<file path="src/rtl/matrix_addsub_seq_pkg.sv">
// matrix_addsub_seq_pkg: shared mode encodings, FSM states and port-width helper for matrix_addsub_seq.
package matrix_addsub_seq_pkg;
    localparam logic [1:0] MODE_ADD = 2'b00;
    localparam logic [1:0] MODE_SUB = 2'b01;
    localparam logic [1:0] MODE_ACC = 2'b10;
    localparam logic [1:0] MODE_CLR = 2'b11;

    typedef enum logic [1:0] {S_IDLE, S_RUN, S_DONE} state_e;

    function automatic int port_2d(input int h, input int w, input int b);
        return h * w * b;
    endfunction
endpackage

</file>
<file path="src/rtl/matrix_addsub_seq_elem_addsub.sv">
// elem_addsub: single-element signed add/sub with optional saturation and overflow flag.
module elem_addsub #(
    parameter int BITLENGTH = 8,
    parameter int SATURATE  = 1
) (
    input  logic [BITLENGTH-1:0] a,
    input  logic [BITLENGTH-1:0] b,
    input  logic                 sub,
    output logic [BITLENGTH-1:0] sum,
    output logic                 ovf
);
    localparam logic [BITLENGTH-1:0] VMAX = {1'b0, {(BITLENGTH-1){1'b1}}};
    localparam logic [BITLENGTH-1:0] VMIN = {1'b1, {(BITLENGTH-1){1'b0}}};

    logic [BITLENGTH:0] ae, be, r;

    always_comb begin
        ae  = {a[BITLENGTH-1], a};
        be  = {b[BITLENGTH-1], b};
        r   = sub ? ae - be : ae + be;
        // one guard bit: disagreement with the sign bit means the result left the range
        ovf = r[BITLENGTH] != r[BITLENGTH-1];
        sum = (SATURATE != 0 && ovf) ? (r[BITLENGTH] ? VMIN : VMAX) : r[BITLENGTH-1:0];
    end
endmodule

</file>
<file path="src/rtl/matrix_addsub_seq.sv">
// matrix_addsub_seq: sequential element-wise matrix add/sub/acc/clear, LANES elements per cycle.
module matrix_addsub_seq
    import matrix_addsub_seq_pkg::*;
#(
    parameter int BITLENGTH = 8,
    parameter int H         = 3,
    parameter int W         = 4,
    parameter int LANES     = 4,
    parameter int SATURATE  = 1
) (
    input  logic                                  clk,
    input  logic                                  rst_n,
    input  logic                                  in_valid,
    output logic                                  in_ready,
    input  logic [1:0]                            mode,
    input  logic [port_2d(H, W, BITLENGTH)-1:0]   ai,
    input  logic [port_2d(H, W, BITLENGTH)-1:0]   bi,
    output logic [port_2d(H, W, BITLENGTH)-1:0]   co,
    output logic                                  out_valid,
    input  logic                                  out_ready,
    output logic                                  overflow
);
    localparam int NB = port_2d(H, W, BITLENGTH);
    localparam int C  = (H * W) / LANES;
    localparam int CW = C > 1 ? $clog2(C) : 1;

    if ((H * W) % LANES != 0) begin : g_bad_lanes
        $error("LANES must divide H*W");
    end

    state_e                          state_q, state_d;
    logic [CW-1:0]                   cnt_q, cnt_d;
    logic [NB-1:0]                   a_q, a_d, b_q, b_d, r_q, r_d;
    logic [1:0]                      mode_q, mode_d;
    logic                            ovf_q, ovf_d;
    logic [LANES-1:0][BITLENGTH-1:0] lane_sum;
    logic [LANES-1:0]                lane_ovf;

    for (genvar l = 0; l < LANES; l++) begin : g_lane
        logic [BITLENGTH-1:0] ra, aa, bb, s;
        logic                 o;
        assign ra = r_q[(32'(cnt_q) * LANES + l) * BITLENGTH +: BITLENGTH];
        assign aa = a_q[(32'(cnt_q) * LANES + l) * BITLENGTH +: BITLENGTH];
        assign bb = b_q[(32'(cnt_q) * LANES + l) * BITLENGTH +: BITLENGTH];
        elem_addsub #(.BITLENGTH(BITLENGTH), .SATURATE(SATURATE)) u_elem (
            .a  (mode_q == MODE_ACC ? ra : aa),
            .b  (mode_q == MODE_ACC ? aa : bb),
            .sub(mode_q == MODE_SUB),
            .sum(s),
            .ovf(o)
        );
        assign lane_sum[l] = mode_q == MODE_CLR ? '0 : s;
        assign lane_ovf[l] = mode_q != MODE_CLR && o;
    end

    always_comb begin
        state_d = state_q;
        cnt_d   = cnt_q;
        a_d     = a_q;
        b_d     = b_q;
        mode_d  = mode_q;
        r_d     = r_q;
        ovf_d   = ovf_q;
        if (state_q == S_IDLE && in_valid) begin
            a_d     = ai;
            b_d     = bi;
            mode_d  = mode;
            ovf_d   = 1'b0;
            cnt_d   = '0;
            state_d = S_RUN;
        end
        if (state_q == S_RUN) begin
            for (int l = 0; l < LANES; l++)
                r_d[(32'(cnt_q) * LANES + l) * BITLENGTH +: BITLENGTH] = lane_sum[l];
            ovf_d   = ovf_q | (|lane_ovf);
            cnt_d   = cnt_q == CW'(C - 1) ? '0 : cnt_q + 1'b1;
            state_d = cnt_q == CW'(C - 1) ? S_DONE : S_RUN;
        end
        if (state_q == S_DONE && out_ready)
            state_d = S_IDLE;
    end

    always_ff @(posedge clk or negedge rst_n) begin
        if (!rst_n) begin
            state_q <= S_IDLE;
            cnt_q   <= '0;
            a_q     <= '0;
            b_q     <= '0;
            mode_q  <= MODE_ADD;
            r_q     <= '0;
            ovf_q   <= 1'b0;
        end else begin
            state_q <= state_d;
            cnt_q   <= cnt_d;
            a_q     <= a_d;
            b_q     <= b_d;
            mode_q  <= mode_d;
            r_q     <= r_d;
            ovf_q   <= ovf_d;
        end
    end

    assign in_ready  = state_q == S_IDLE;
    assign out_valid = state_q == S_DONE;
    assign co        = r_q;
    assign overflow  = ovf_q;
endmodule

</file>
<file path="config.mk">
export PLATFORM = sky130hd
export DESIGN_NAME = matrix_addsub_seq
export DESIGN_NICKNAME = d
export VERILOG_FILES = /design/src/rtl/matrix_addsub_seq_pkg.sv /design/src/rtl/matrix_addsub_seq_elem_addsub.sv /design/src/rtl/matrix_addsub_seq.sv
export SDC_FILE = /design/constraint.sdc
export NUM_CORES = 1
export LEC_CHECK = 0
export CAP_MARGIN = 20
export CELL_PAD_IN_SITES_DETAIL_PLACEMENT = 1
export CELL_PAD_IN_SITES_GLOBAL_PLACEMENT = 1
export CORE_MARGIN = 2
export CORE_UTILIZATION = 40
export CTS_BUF_LIST = sky130_fd_sc_hd__clkbuf_8
export DETAILED_ROUTE_END_ITERATION = 10
export GPL_TIMING_DRIVEN = 0
export PLACE_DENSITY = 0.84
export SYNTH_ARGS = -nofsm -noshare
export SYNTH_HDL_FRONTEND = slang
export SYNTH_HIERARCHICAL = 1
export SYNTH_SLANG_ARGS = --single-unit
</file>
<file path="constraint.sdc">
create_clock -name clk -period 3.4 [get_ports clk]
set_input_delay 0.51 -clock clk [delete_from_list [all_inputs] [get_ports clk]]
set_output_delay 0.51 -clock clk [all_outputs]
set_load 0.05 [all_outputs]
</file>
==> impl_metrics.json <==
{
  "routed_wl_um": 65900,
  "synth.top_cell.area_share_pct": 43.9,
  "violations": "negative setup slack",
  "ys_seq_area_share_pct": 43.9,
  "syn-cell-area_sq_um": 16800,
  "n_antenna_cell": 0,
  "grt_max_degree": 113,
  "setup_ws_ns": -0.760,
  "vias": 14006,
  "clkLatencyLatePin_ns": 0.67,
  "hold_slack_ns": 0.431,
  "die_area_sq_um": 43700,
  "grt_usage_pct": 29.6,
  "cp.required_ns": 3.91,
  "netlist_instances": 1434,
  "nets": 2115,
  "io_pins": 297,
  "clockBufferDepth": 3,
  "yosys_warnings": 6,
  "grt_pass1_vias": 15611,
  "cts_tree": "built",
  "synth_top_cell_by_area": "dfrtp_1",
  "run_status": "finished with violations",
  "htreeDepth": 2,
  "path_clk_slew_ns": 0.07,
  "crit_path_end_kind": "flip-flop",
  "cts_sinks": 295,
  "die_y_um": 209,
  "grt_overflow": 0,
  "rsz0062_at_grt": "true",
  "firstDrtPassIters": 5,
  "worst_pin_slew_ns": 0.952,
  "dp_hpwl_um": 45700,
  "use_met1_pct": 36.7,
  "cp-start-kind": "flip-flop",
  "cts_made_buffers": 56,
  "max_freq_ghz": 0.240,
  "drc": 0,
  "synth.distinct_cells": 49,
  "final_cells": 2455,
  "min_period_ns": 4.16,
  "report.final.slew_viol_count": 0,
  "crit_fanout": 7,
  "ys_ff_latch": 295,
  "hp-class": "input pin to flip-flop",
  "drive_above_1_share_pct": 33.2,
  "chipWidth_um": 209,
  "setup_viol": 97,
  "rows": 75,
  "initial_core_util_pct": 40.3,
  "synth_nets": 1678,
  "drt_iter0_markers": 717,
  "numPortBuffers": 296,
  "avgSynthCellArea_sq_um": 11.7,
  "grt.busiest_layer": "met2",
  "hold_violations": 0,
  "gp_congestion": 0.887,
  "gr-usage-met2_pct": 50.0,
  "cap_violations": 0,
  "relSlewSlack_pct": 36.4,
  "grt_pass1_wl_um": 96900,
  "wl_per_cell_um": 26.8,
  "ys_top_cells_by_area": "dfrtp_1 44%, mux2_1 12%, mux2_2 5.1%",
  "dp_cells": 2271,
  "ant_nets": 0,
  "cp.arrival_ns": 4.67,
  "cts-root-buf": "clkbuf_8",
  "grt_antenna_before_repair": 1,
  "syn_to_final_growth_pct": 42.9,
  "fin_crit_sh_pct": 122,
  "fin_skew_ns": 0.0393,
  "core-area_sq_um": 41800,
  "worstSetupPathType": "flip-flop to flip-flop",
  "via_per_inst": 5.71,
  "met3_usage_pct": 6.21
}
flip-flops by register name, summed over array words and instances (netlist names):
| register | cells |
|---|---|
| a_q | 96 |
| b_q | 96 |
| co | 96 |
| cnt_q | 2 |
| mode_q | 2 |
| state_q | 2 |
| overflow | 1 |
kinds of logic after synthesis:
| group | after synthesis | synth area share, % |
|---|---|---|
| simple gates | 262 | 7.25 |
| xor+xnor | 56 | 3.72 |
| fa+ha+maj | 74 | 5.47 |
| compound gates | 315 | 15.9 |
| mux | 298 | 19.6 |
| buf+inv | 134 | 4.14 |
| flops | 295 | 43.9 |
layout by cell type, fill, tap and decap left out, types with 11 or more instances in the layout:
master,instances
o21ba_1,38
maj3_2,28
o21ba_4,16
clkbuf_1,15
buf_6,12
mux2i_1,27
dfrtp_1,292
xnor2_1,28
a221oi_1,47
clkdlybuf4s50_1,295
o21ai_0,14
o2bb2ai_1,53
ha_1,26
nand3_2,17
mux2_1,178
xnor2_2,11
buf_2,30
o2bb2ai_2,41
inv_1,40
nor2_1,33
xor2_1,12
clkbuf_8,77
a221oi_2,16
buf_4,88
nand2_1,104
o21ai_1,13
buf_12,13
nand2_2,39
mux2_2,70
ha_2,11
cell usage after synthesis, drive strengths merged:
master and n:
dfrtp 295, mux2 258, nand2 144, o2bb2ai 96, buf 69, a221oi 64
o21ba 64, xnor2 44, ha 42, mux2i 40, nor2 39, inv 36
o21ai 34, clkbuf 29, maj3 28, nand3 27, a21oi 26, xor2 12
a211oi 9, nand2b 9, a31oi 8, nor3 8, nand3b 6, nor3b 6
and3b 5, nor2b 5, nor4 5, o22ai 5, a21o 4, a32o 4
and2b 4, fa 4, or4b 4, o21bai 1
per-stage QoR:
| step | worst slack, ns | setup TNS (ns) | instance area, sq um | util (%) |
|---|---|---|---|---|
| floorplan | -0.255 | -18.31 | 17200 | - |
| global placement | -11.13 | -3381.49 | 20800 | 49.9 |
| detailed placement | -1.39 | -114.01 | 20900 | 50.1 |
| CTS | -0.631 | -49.95 | 23300 | 55.7 |
| global route | -0.838 | -70.88 | 24100 | 57.6 |
| finish | -0.760 | -60.16 | 24100 | 57.6 |
path summary, 6_finish.rpt:
kind / startpoint / cells past startpoint / endpoint / slack, ns
setup / recovery: cnt_q[0] / 17 / co[27] / -0.76
hold / removal: bi[94] / 2 / b_q[94] / 0.43
setup reg to reg: cnt_q[0] / 17 / co[27] / -0.76
hold reg to reg: b_q[31] / 1 / b_q[31] / 0.48
max in group asynchronous: rst_n / 3 / b_q[16] / 1.89
min in group asynchronous: rst_n / 2 / co[71] / 0.45
area by class of cell:
cell class,instances,area (sq um)
fill,4209,17700
sequential,295,7390
inverter,36,148
buffer,97,761
clock buffer,76,1050
timing repair buffer,380,3800
tap,539,674
multi-input combinational,1005,10000
clock inverter,27,231
critical path: stages, from the launching register on:
cell	delay, ns
dfrtp_2	0.45
buf_12	0.17
buf_16	0.16
mux2_4	0.31
a221oi_2	0.25
o21ba_4	0.21
nor4_4	0.33
a21oi_2	0.13
xnor2_1	0.27
ha_2	0.39
a21oi_4	0.23
a32o_2	0.24
a31oi_4	0.05
xnor2_4	0.16
buf_6	0.13
maj3_2	0.38
nand2_2	0.10
o21ai_2	0.06
repair_timing:
action | CTS | global route
resized for setup | 138 | 148
endpoints found under the setup margin | 97 | 97
cloned | 2 | 1
buffers inserted | 54 | 25
endpoints found under the hold margin | 79 | 0
pin swaps | 38 | 74
hold buffers | 1 | 0
layer usage:
layer	wire length (um)	up-vias
met1	27000	7253
met4	2950	2
li1	-	6147
met2	32400	437
met5	14	-
met3	3490	167
Power is left out: the tool's default activity adds up to more than one toggle a clock period on the data nets, which glitch-free logic cannot reach.
